### src/rtl/pc_fetch_unit.sv
// pc_fetch_unit: single-outstanding instruction fetch FSM with redirect squash; MISALIGN_TRAP_EN enables the misaligned-redirect trap
module pc_fetch_unit #(
  parameter logic [31:0] RESET_PC = 32'h0000_0000
) (
  input  logic        clk,
  input  logic        rst,
  output logic [31:0] pc_out,
  input  logic [31:0] next_pc_in,
  input  logic        branch_taken,
  input  logic [31:0] branch_target,
  output logic        imem_req_valid,
  input  logic        imem_req_ready,
  output logic [31:0] imem_req_addr,
  input  logic        imem_rsp_valid,
  input  logic [31:0] imem_rsp_data,
  output logic        instr_valid,
  input  logic        instr_ready,
  output logic [31:0] instr_out,
  output logic [31:0] instr_pc,
  output logic        misalign_trap,
  output logic [31:0] trap_addr
);
  typedef enum logic [2:0] {IDLE, REQ, WAIT, HOLD, TRAP} state_t;
  state_t state, state_n;
  logic squash, squash_n, capture, active, redir, bad;
  logic [31:0] pc_n, target;
  assign active = state == REQ || state == WAIT || state == HOLD;
`ifdef MISALIGN_TRAP_EN
  assign bad = active && branch_taken && branch_target[1:0] != 2'b00;
  assign target = branch_target;
`else
  assign bad = 1'b0;
  assign target = branch_target & 32'hFFFF_FFFC;
`endif
  assign redir = active && branch_taken && !bad;
  assign imem_req_valid = state == REQ;
  assign imem_req_addr = pc_out;
  assign instr_valid = state == HOLD;
  assign pc_n = redir ? target : (state == HOLD && instr_ready && !branch_taken) ? next_pc_in : pc_out;
  always_comb begin
    state_n = state;
    squash_n = squash;
    capture = 1'b0;
    case (state)
      IDLE: state_n = REQ;
      REQ: begin
        state_n = imem_req_ready ? WAIT : REQ;
        squash_n = redir && imem_req_ready;
      end
      WAIT: begin
        state_n = !imem_rsp_valid ? WAIT : (branch_taken || squash) ? REQ : HOLD;
        squash_n = !imem_rsp_valid && (squash || branch_taken);
        capture = imem_rsp_valid && !branch_taken && !squash;
      end
      HOLD: state_n = (branch_taken || instr_ready) ? REQ : HOLD;
      default: state_n = state;
    endcase
    if (bad) state_n = TRAP;
  end
  always_ff @(posedge clk)
    if (rst) begin
      state <= IDLE;
      pc_out <= RESET_PC;
      squash <= 1'b0;
      instr_out <= '0;
      instr_pc <= '0;
    end else begin
      state <= state_n;
      pc_out <= pc_n;
      squash <= squash_n;
      if (capture) begin
        instr_out <= imem_rsp_data;
        instr_pc <= pc_out;
      end
    end
`ifdef MISALIGN_TRAP_EN
  always_ff @(posedge clk)
    if (rst) begin
      misalign_trap <= 1'b0;
      trap_addr <= '0;
    end else begin
      misalign_trap <= bad;
      if (bad) trap_addr <= branch_target;
    end
`else
  assign misalign_trap = 1'b0;
  assign trap_addr = '0;
`endif
endmodule

### config.mk
export PLATFORM = sky130hd
export DESIGN_NAME = pc_fetch_unit
export DESIGN_NICKNAME = d
export VERILOG_FILES = /design/src/rtl/pc_fetch_unit.sv
export SDC_FILE = /design/constraint.sdc
export NUM_CORES = 1
export LEC_CHECK = 0
export CAP_MARGIN = 20
export CORE_ASPECT_RATIO = 0.8
export CORE_UTILIZATION = 38
export CTS_BUF_LIST = sky130_fd_sc_hd__clkbuf_4
export DETAILED_ROUTE_END_ITERATION = 7
export PLACE_DENSITY = 0.84
export SYNTH_ARGS = -nofsm -noshare
export SYNTH_HDL_FRONTEND = slang
export SYNTH_SLANG_ARGS = --single-unit
### constraint.sdc
create_clock -name clk -period 2 [get_ports clk]
set_clock_uncertainty 0.1 [all_clocks]
set_input_delay 0.6 -clock clk [delete_from_list [all_inputs] [get_ports clk]]
set_output_delay 0.6 -clock clk [all_outputs]
set_load 0.01 [all_outputs]
==> results.toml <==
[pwr]
max-vdd-ir-drop_uv = 458.0
seq_power_share = 0.484
finalPower_uw = 4572
pwr-share-comb = 0.279
p_leak_uw = 0.003003
p_int_uw = 3179
p_per_area_mw_per_mm2 = 686.0
switching_share = 0.3047
power_switching_uw = 1393
clkPwrFrac = 0.237

[grt]
first_global_vias = 4272
overflow = 0
track_usage = 0.2223
grt_max_degree = 45
antenna_found_initial = 0
grt_pass1_wl_um = 20720

[cells_and_area]
utilization = 0.6120
area_growth_pct = 56.68
multi_input_area_mm2 = 0.001722
num_antenna_cells = 0
design_area_mm2 = 0.006665
seq_area_mm2 = 0.002034
fillers = 985
drive_gt1_frac = 0.1382
layout.nets = 833

[die]
die_x_um = 120.3
die_area_mm2 = 0.01162
die_y_um = 96.64
io_pins = 265
initial_utilization = 0.3906
rows = 34
core_area_mm2 = 0.01089

[clock_network]
insertion_delay_ps = 450
clock-sinks = 99
clock-root-buffer = "clkbuf_4"
htreeDepth = 3
cts_tree = "done"
path_clk_slew_ps = 170
cts_buffer_depth = 2
cts_buffers = 9
hold_buffers = 0

[sta]
setup_tns_ps = 0
max_freq_mhz = 519.4
setup_viol = 0
hold_viol = 0
holdWs_ps = 360.2
slew_headroom = 0.6471
rsz0062_at_grt = "false"
tightest_slew_ps = 529.4
drv_slew = 0
min_period_ps = 1925
post-route-period-util = 0.9626

[worst_setup_path]
reg2reg_from = "state[0]"
regToRegSetupSlack_ps = 130
worst_r2r_endpoint = "instr_out[22]"
cp.required_ps = 1300
reg2reg_depth = 6
worstSetupEndpointType = "primary output"
startpoint_type = "flop"
critPathArrivalTime_ps = 1230
worst-path-max-fanout = 2
cp-startpoint = "imem_req_addr[11]"
worst-setup-path-type = "reg2out"
worstSetupEndpoint = "pc_out[11]"

[routing]
drtPass1Iterations = 5
via_per_inst = 4.950
routed_wl_um = 13150
drt-wirelength-per-cell_um = 15.03
ant_nets = 0
drt_iter0_drc = 290
vias = 4331
drc = 0

[synth]
yosysSeqAreaShare = 0.4659
synth-edff-count = 0
ys_types = 28
synthArstFlopShare = 0
syn_inst = 517
ys_ff_latch = 99
syn_area_mm2 = 0.004254
yosysWarnings = 0
ys.flop_type = "dfxtp_1"
syn-mean-instance-area_um2 = 8.228

[hold_path]
hold_path_class = "reg2reg"

[place]
placed_cell_area_mm2 = 0.006497
numPortBuffers = 229
place_hpwl_um = 9528
place_congestion = 0.7929

[outcome]
status = "complete, no violations"

[run]
drv_cap = 0
## cell usage in the layout (no fill, tap or decap), types with 2 or more instances in the layout
| master | netlist | routed |
|---|---|---|
| a21oi_1 | 94 | 94 |
| a221oi_1 | 2 | 2 |
| a22oi_1 | 30 | 30 |
| buf_12 | 0 | 12 |
| buf_4 | 75 | 29 |
| clkbuf_4 | 0 | 10 |
| clkdlybuf4s50_1 | 0 | 98 |
| clkinv_4 | 0 | 2 |
| conb_1 | 1 | 33 |
| dfxtp_1 | 99 | 63 |
| dfxtp_2 | 0 | 33 |
| dfxtp_4 | 0 | 3 |
| dlygate4sd2_1 | 0 | 128 |
| ha_1 | 5 | 4 |
| inv_1 | 3 | 2 |
| inv_6 | 0 | 2 |
| mux2i_1 | 2 | 2 |
| nand2_1 | 128 | 128 |
| nand2b_1 | 3 | 3 |
| nand3_1 | 30 | 30 |
| nand3b_1 | 2 | 2 |
| nor2_1 | 2 | 2 |
| nor3_1 | 2 | 2 |
## routing by layer
metal | share of wire | track usage
met1 | 0.42 | 0.2635
met2 | 0.49 | 0.3921
met3 | 0.081 | 0.06132
met4 | 0.011 | 0.05888
met5 | 0 | 0
## area by class of cell
class | instances | area share
Clock buffer | 10 | 0.01126
Sequential cell | 99 | 0.3052
Inverter | 3 | 0.001690
Tap cell | 144 | 0.02703
Multi-Input combinational cell | 344 | 0.2583
Clock inverter | 6 | 0.01089
Timing Repair Buffer | 269 | 0.3856
## critical path, cell delays in order, from the launching register on
cell and delay (ps):
dfxtp_2 360, buf_4 140, dlygate4sd2_1 280
## registers in the layout (all words and copies together) (netlist names)
register	count
imem_req_addr	32
instr_out	32
instr_pc	32
state	2
squash	1
## worst min path at each step
stage	start	endpoint	slack, ps	depth (start not counted)
3_3_place_gp	instr_pc[0]	instr_pc[0]	340	2
3_5_place_dp	instr_out[4]	instr_out[4]	340	2
5_1_grt	instr_pc[8]	instr_pc[8]	380	2
6_report	instr_out[15]	instr_out[15]	360	2
4_1_cts	instr_out[4]	instr_out[4]	360	2
2_1_floorplan	instr_out[0]	instr_out[0]	380	2
## cells by family after synthesis
| family | synth area share |
|---|---|
| AO/OA/AOI/OAI | 0.1771 |
| adder cells (fa/ha/maj) | 0.01471 |
| buffers and inverters | 0.1626 |
| flip-flops | 0.4659 |
| multiplexers | 0.004706 |
| other | 0.0008815 |
| AND/OR/NAND/NOR | 0.1741 |
## cells in the mapped netlist, drive strengths merged (2+ instances only)
| master | instances | area share |
|---|---|---|
| clkbuf | 18 | 0.016 |
| a21oi | 94 | 0.11 |
| a221oi | 2 | 0.0041 |
| a22oi | 30 | 0.053 |
| ha | 5 | 0.015 |
| nand2 | 128 | 0.11 |
| inv | 3 | 0.0026 |
| mux2i | 2 | 0.0047 |
| nor2 | 2 | 0.0018 |
| nand2b | 3 | 0.0044 |
| dfxtp | 99 | 0.47 |
| nand3b | 2 | 0.0035 |
| nand3 | 30 | 0.035 |
| nor3 | 2 | 0.0024 |
| buf | 85 | 0.14 |
## power by group through the flow
stage                     clock (uW)  sequential [uW]  combinational [uW]
final                           1080             2210                1280
after global routing            1210             2230                1370
after CTS                       1120             2210                1260
after detailed placement           0             2260                1310
after global placement             0             2250                1270
after floorplan                    0             2260                 662
## metrics by stage
stage | setup slack, ps | instances
after global routing | 0.4009 | 875
after detailed placement | -285.7 | 841
final | 74.84 | 875
after floorplan | 406.6 | 549
after global placement | -212.3 | 841
after CTS | 4.368 | 873
## timing repair
item | 4_1_cts | 5_1_grt
endpoints found under the setup margin | 130 | 3
gates resized for setup | 173 | 3
setup buffers | 16 | 2
pin swaps | 0 | 0
Note: power is estimated with default switching activity, not from simulation.
